--- src/rtl/pc_gen_pkg.sv ---
// Shared fetch-side definitions: PC FSM states, default geometry
// and handshake polarity constants.
package pc_gen_pkg;

  typedef enum logic [1:0] {
    ST_HOLD = 2'd0,
    ST_RUN  = 2'd1,
    ST_PEND = 2'd2
  } pc_state_e;

  localparam int          DEF_ADDR_W    = 32;
  localparam logic [31:0] DEF_RESET_VEC = 32'h0;
  localparam int          DEF_STEP      = 4;

  localparam logic Branch = 1'b1;
  localparam logic NoStop = 1'b0;

endpackage

--- src/rtl/redirect_buf.sv ---
// One-entry branch target buffer with valid bit.
// Clear wins over load so a flush always drops the entry.
module redirect_buf #(
  parameter int ADDR_W = 32
) (
  input  logic              clk,
  input  logic              rst,
  input  logic              load_i,
  input  logic              clr_i,
  input  logic [ADDR_W-1:0] tgt_i,
  output logic              valid_o,
  output logic [ADDR_W-1:0] tgt_o
);

  logic              valid_q, valid_d;
  logic [ADDR_W-1:0] tgt_q, tgt_d;

  always_comb begin
    valid_d = valid_q;
    tgt_d   = tgt_q;
    if (clr_i) begin
      valid_d = 1'b0;
    end else if (load_i) begin
      valid_d = 1'b1;
      tgt_d   = tgt_i;
    end
  end

  always_ff @(posedge clk) begin
    if (rst) begin
      valid_q <= 1'b0;
      tgt_q   <= '0;
    end else begin
      valid_q <= valid_d;
      tgt_q   <= tgt_d;
    end
  end

  assign valid_o = valid_q;
  assign tgt_o   = tgt_q;

endmodule

--- src/rtl/pc_gen.sv ---
// Fetch program-counter generator with req/gnt handshake,
// flush/branch redirect priority and a pending-branch buffer.
module pc_gen
  import pc_gen_pkg::*;
#(
  parameter int              ADDR_W    = DEF_ADDR_W,
  parameter logic [ADDR_W-1:0] RESET_VEC = ADDR_W'(DEF_RESET_VEC),
  parameter int              STEP      = DEF_STEP
) (
  input  logic              clk,
  input  logic              rst,
  input  logic              stall_i,
  input  logic              flush_i,
  input  logic [ADDR_W-1:0] flush_pc_i,
  input  logic              branch_i,
  input  logic [ADDR_W-1:0] branch_pc_i,
  input  logic              fetch_gnt_i,
  output logic              fetch_req_o,
  output logic [ADDR_W-1:0] pc_o,
  output logic              misalign_o,
  output logic              pend_o
);

  localparam logic [ADDR_W-1:0] LOW_M = ADDR_W'(STEP - 1);
  localparam logic [ADDR_W-1:0] INC   = ADDR_W'(STEP);

  pc_state_e         state_q, state_d;
  logic [ADDR_W-1:0] pc_q, pc_d;
  logic              mis_q, mis_d;

  logic              adv;
  logic              br;
  logic              ld;
  logic [ADDR_W-1:0] raw;
  logic              buf_ld, buf_clr, buf_vld;
  logic [ADDR_W-1:0] buf_tgt;

  redirect_buf #(
    .ADDR_W (ADDR_W)
  ) u_buf (
    .clk     (clk),
    .rst     (rst),
    .load_i  (buf_ld),
    .clr_i   (buf_clr),
    .tgt_i   (branch_pc_i),
    .valid_o (buf_vld),
    .tgt_o   (buf_tgt)
  );

  assign fetch_req_o = (state_q != ST_HOLD);
  assign adv = fetch_req_o & fetch_gnt_i
             & (stall_i == NoStop);
  assign br  = (branch_i == Branch);

  always_comb begin
    state_d = (state_q == ST_HOLD) ? ST_RUN : state_q;
    pc_d    = pc_q;
    mis_d   = 1'b0;
    ld      = 1'b0;
    raw     = '0;
    buf_ld  = 1'b0;
    buf_clr = 1'b0;
    priority case (1'b1)
      flush_i: begin
        ld      = 1'b1;
        raw     = flush_pc_i;
        buf_clr = 1'b1;
        state_d = ST_RUN;
      end
      br && adv: begin
        ld      = 1'b1;
        raw     = branch_pc_i;
        buf_clr = 1'b1;
        state_d = ST_RUN;
      end
      br: begin
        buf_ld  = 1'b1;
        state_d = ST_PEND;
      end
      buf_vld && adv: begin
        ld      = 1'b1;
        raw     = buf_tgt;
        buf_clr = 1'b1;
        state_d = ST_RUN;
      end
      adv: begin
        pc_d = pc_q + INC;
      end
      default: begin
      end
    endcase
    // Targets are forced onto the fetch grid; the pulse flags it.
    if (ld) begin
      pc_d  = raw & ~LOW_M;
      mis_d = |(raw & LOW_M);
    end
  end

  always_ff @(posedge clk) begin
    if (rst) begin
      state_q <= ST_HOLD;
      pc_q    <= RESET_VEC;
      mis_q   <= 1'b0;
    end else begin
      state_q <= state_d;
      pc_q    <= pc_d;
      mis_q   <= mis_d;
    end
  end

  assign pc_o       = pc_q;
  assign misalign_o = mis_q;
  assign pend_o     = (state_q == ST_PEND);

endmodule

--- config.mk ---
export PLATFORM = sky130hd
export DESIGN_NAME = pc_gen
export DESIGN_NICKNAME = d
export VERILOG_FILES = /design/src/rtl/pc_gen_pkg.sv /design/src/rtl/redirect_buf.sv /design/src/rtl/pc_gen.sv
export SDC_FILE = /design/constraint.sdc
export NUM_CORES = 1
export LEC_CHECK = 0
export BUFFER_PORTS_ARGS = -buffer_cell sky130_fd_sc_hd__buf_2
export CORE_MARGIN = 5
export CORE_UTILIZATION = 38
export DETAILED_ROUTE_END_ITERATION = 8
export GPL_ROUTABILITY_DRIVEN = 0
export PLACE_DENSITY = 0.66
export SKIP_LAST_GASP = 1
export SLEW_MARGIN = 30
export SYNTH_ARGS = -nofsm -noshare
export SYNTH_HDL_FRONTEND = slang
export SYNTH_HIERARCHICAL = 1
export SYNTH_SLANG_ARGS = --single-unit
--- constraint.sdc ---
create_clock -name clk -period 1.5 [get_ports clk]
set_input_delay 0.3 -clock clk [delete_from_list [all_inputs] [get_ports clk]]
set_output_delay 0.3 -clock clk [all_outputs]
set_load 0.02 [all_outputs]
Word-level counts from Yosys, hierarchy flattened --
Index checks and enable logic that the tools add are counted.
Cells by class: $add $sub $neg 1, eq/ne operators 5, mux-type cells 22, bitwise operators 8, reduce and logical (&&, ||, !) cells 14
Operators by type and width (number):
- $mux W32 | 10
- $add A32 B3 Y32 const B | 1
- $reduce_and A5 Y1 | 2
- $mux W1 | 9
- $mux W2 | 3
- $not A1 Y1 | 6
- $reduce_or A2 Y1 | 3
- $reduce_bool A5 Y1 | 1
- $ne A2 B1 Y1 const B | 2
- $ne A2 B2 Y1 const B | 2
- $reduce_bool A2 Y1 | 2
- $reduce_bool A3 Y1 | 1
- $reduce_or A3 Y1 | 1
- $and A1 B1 Y1 | 2
- $eq A2 B2 Y1 const B | 1
- $logic_and A1 B1 Y1 | 2
- $logic_not A2 Y1 | 1
- $reduce_and A2 Y1 | 1
Storage, ports and cells: register bits 68, input port bits 70, output and inout port bits 35

Depth between registers and ports, before layout --
word-level depth 10, gate-level depth with buffers 7, gate-level depth less buffers 6

Hierarchy --
Netlist, hierarchy kept.
By module, submodules not included:
- pc_gen | times used 1, cells an instance 339, area an instance 2591.2 um2, sequential area each 660.6 um2
- redirect_buf | times used 1, cells an instance 148, area an instance 1483.9 um2, sequential area each 660.6 um2

Worst setup path after synthesis --
OpenSTA, ideal clock, no wires.
path kind flip-flop to flip-flop, start point register pc_q[9] (netlist: pc_o[9]), end point register pc_q[22] (netlist: pc_o[22]), setup time 0.116 ns, arrival time 1.704 ns, setup slack -0.320 ns, stages on the path, launching flop included 7, buffers on the path 1, cell sequence dfxtp_1 -> and4_4 -> and4b_1 -> buf_6 -> nand2_1 -> mux2_1 -> a31o_1
On the way: cells in the longest elaborated chain, start to end 7
Ends and longest elaborated chain:
- start, declared | RTL line pc_gen.sv:28 | logic [ADDR_W-1:0] pc_q, pc_d;
- start signal, assigned | RTL line pc_gen.sv:106 | pc_q <= pc_d;
- $add A32 B3 Y32 | RTL line pc_gen.sv:87 | pc_d = pc_q + INC;
- $mux W32 (5 in a row) | RTL line pc_gen.sv:63 | priority case (1'b1)
- $mux W32 | RTL line pc_gen.sv:93 | if (ld) begin
No other way between the ends. The select of a mux whose other input is x is not followed. A chain may end at the register's enable or synchronous reset.

Worst setup path after layout --
start point register pc_q[11] (netlist: pc_o[11]), end point register pc_q[24] (netlist: pc_o[24])
Same word-level chain as after synthesis.

==> impl_results.md <==
- Crit-path max cell delay: approximately 0.37 ns
- Hold Slack: between 0.15 and 0.2 ns
- Post-DP HPWL: 11710 µm
- Ranking of synthesized cells by area: dfxtp_1 32%, nand4bb_1 8.8%, nand2b_1 5.1%
- Highest-count cells in the layout ignoring fill and taps: 107 x buf_4, 100 x buf_2, 40 x dfxtp_1
- Clock sinks: 66
- First-pass GRT wire length: roughly 25000 µm
- Final-report hold violation count: 0
- Design Area, Final: approximately 6400 µm²
- Top-area cell type share of the netlist area: 0.3242
- Post-synthesis compound-gate area fraction: 0.2610
- Critical Path AT: around 1.9 ns
- LEAKAGE: ~2.7 nW
- DP Cell Count: 801
- Vias in the first global route: roughly 4.7k
- TritonCTS clock tree: yes
- All-Layer GR Usage: 0.2407
- Largest net degree at the start of global routing: 60
- Initial Util: 0.3930
- EDFF count, synth: 0
- DRT Pass-1 Iters: 6
- Syn Inst Count: 487
- Clock transition at path regs: 0.07 ns
- Top FF cell, synth: dfxtp_1
- Post-CTS Hold Buffers: 0
- Detailed-route vias per instance: ~5.9
- Post-synthesis sequential area ratio: 0.3242
- WS Path Type: reg -> reg
- Violated checks: setup timing
- Placement Cell Area: 5704 µm²
- Adder-Cell Fraction of Synth Area: 0.003070
- Fill cell count: 885
- Achievable clock frequency: 599.5 MHz
- Synthesized area per cell: 8.368 µm²
- RSZ-0062 raised after global routing: true
- Antenna violations before repair: 0
- Post-Synth XOR/XNOR Area: 0.006448
- Crit path required time: 1.75 ns
- Final Util: 0.6156
- Finish-stage setup viols: 59
- Core outline area: 10370 µm²
- H-tree depth: 3
- Multiplexer area fraction after synthesis: 0.01996
- CP Cell Sequence: and4_4 -> and4b_1 -> buf_6 -> buf_6 -> nand4_1 -> a2111oi_4
- Max cap viols: 0
- Outcome: finished with violations
- Initial DRC Count: 460
- # diodes: 0
- Distinct cells, synth: 68
- Num CTS Buffers: 9
- Multi-input logic area: 2854 µm²
- Synth Area in Simple Gates: 0.3248
- Post-Syn Area: 4075 µm²
- P per Cell Area: just over 700 nW/µm²
- Fin crit share: 1.112
- Layout Cells excl Fill: between 800 and 900
- Avg WL per Cell: slightly below 20 µm
- Clock skew: 0.009022 ns
- Setup TNS: -5.397 ns
- GR Overflow Total: 0
- Die area: 12890 µm²
- Row cnt: 37
- Tmin final: about 1.7 ns
- Io pins: ~110
- Synth Warn #: 6
- VDD IR max: 0.0004955 V
- Yosys top cell by area: dfxtp_1
- Area Growth Syn to Fin: 56.65%
- FF+latch count, synth: 66
- Total wire length: 16110 µm
- Place WS: -0.2153 ns
- Pins over their slew limit: 0
- Critical-path top delay cell: dfxtp_4
- Residual DRC: 0
- Nets@finish: roughly 760
- IO Port Bufs: about 100
- CP endpoint kind: flop
- Hold WC Path Type: in -> reg
- Critical Path Most Common Cell: buf_6
- Worst Slack Setup Final: -0.1680 ns
- Crit-path max FO: 7
- Clk root buf: clkbuf_8
- Buffer depth of the longest clock path: 2
- Design Power: 4.641 mW
- FFs w/ async S/R, synth: 0
- CP Launch Type: flop
- Die height: approximately 110 µm
- Via count: between 4k and 5k
- Largest family of logic cells by synthesized area: simple AND/OR/NAND/NOR gates
- Register area: 1384 µm²
- Leading cell type in the layout, fill and taps excluded: buf_4
- Post-route ant nets: 0
- Fraction of layout cells with a size suffix above 1: 0.4756
- Clk Latency, worst-skew pair: 0.36 ns
- Die W: ~110 µm
-- final cells by class --
class / instances / share of cell area
Inverter: 11 / 0.006860
Multi-Input combinational cell: 370 / 0.4471
Clock inverter: 2 / 0.001568
Timing Repair Buffer: 235 / 0.2734
Tap cell: 136 / 0.02666
Sequential cell: 66 / 0.2168
Clock buffer: 12 / 0.02764
-- state kept, by name, summed over array words and instances (netlist names) --
signal,count
u_buf/tgt_o,32
pc_o,30
state_q,2
misalign_o,1
u_buf/valid_o,1
-- Yosys cell counts, types with 5 or more instances --
master / n
a21oi_1: 9
or3_1: 8
a221o_1: 8
clkbuf_1: 19
a31oi_1: 16
dfxtp_1: 66
nor2b_1: 5
nor2_1: 28
nand4_1: 10
o21ai_0: 16
nor3_1: 9
nand2b_1: 33
o21ai_1: 34
and3_1: 7
buf_2: 17
nand2_1: 28
o211ai_1: 5
mux2i_1: 7
a221oi_1: 9
nand4bb_1: 32
inv_1: 8
nand3_1: 24
a22oi_1: 5
-- worst max-delay path: cells and delay by family, from the launching register on --
| kind | cells | cell delay, ns |
|---|---|---|
| and+or+nand+nor | 3 | 0.58 |
| DFF | 1 | 0.37 |
| AOI/OAI and AO/OA | 1 | 0.33 |
| buffers and inverters | 2 | 0.27 |
-- worst paths after layout --
path | depth (start not counted) | to | slack [ns] | start
worst max-delay path | 6 | pc_o[24]$_SDFFE_PP0P_ | -0.17 | pc_o[11]$_SDFFE_PP0P_
worst min-delay path | 2 | pc_o[4]$_SDFFE_PP0P_ | 0.17 | flush_pc_i[4]
worst max register to register | 6 | pc_o[24]$_SDFFE_PP0P_ | -0.17 | pc_o[11]$_SDFFE_PP0P_
worst min register to register | 2 | u_buf/tgt_o[24]$_SDFFE_PP0P_ | 0.47 | u_buf/tgt_o[24]$_SDFFE_PP0P_
-- report_power, final --
part | internal [mW] | switching (mW)
Clock | 0.767 | 0.681
Sequential | 1.85 | 0.0792
Combinational | 0.597 | 0.667
Total | 3.21 | 1.43
-- cell families after synthesis --
family / Yosys count
AO/OA/AOI/OAI: 151
buffers and inverters: 52
multiplexers: 8
AND/OR/NAND/NOR: 205
XOR/XNOR: 3
adder cells (fa/ha/maj): 1
other: 1
flip-flops: 66
-- routing by layer --
metal,GRT usage,vias to the layer above,share of wire
met5,0,-,0
met4,0.1114,0,0.033
met3,0.04668,44,0.087
met2,0.3789,256,0.47
met1,0.3177,2352,0.41
li1,-,2275,-
-- repair_timing --
| action | 4_1_cts | 5_1_grt |
|---|---|---|
| gates resized for setup | 41 | 25 |
| pin swaps | 23 | 19 |
| gates cloned | 1 | 2 |
| setup endpoints to repair | 67 | 68 |
| setup buffers | 9 | 5 |
| hold endpoints to repair | 0 | 0 |
No activity file was read; power rests on OpenSTA's default activity.
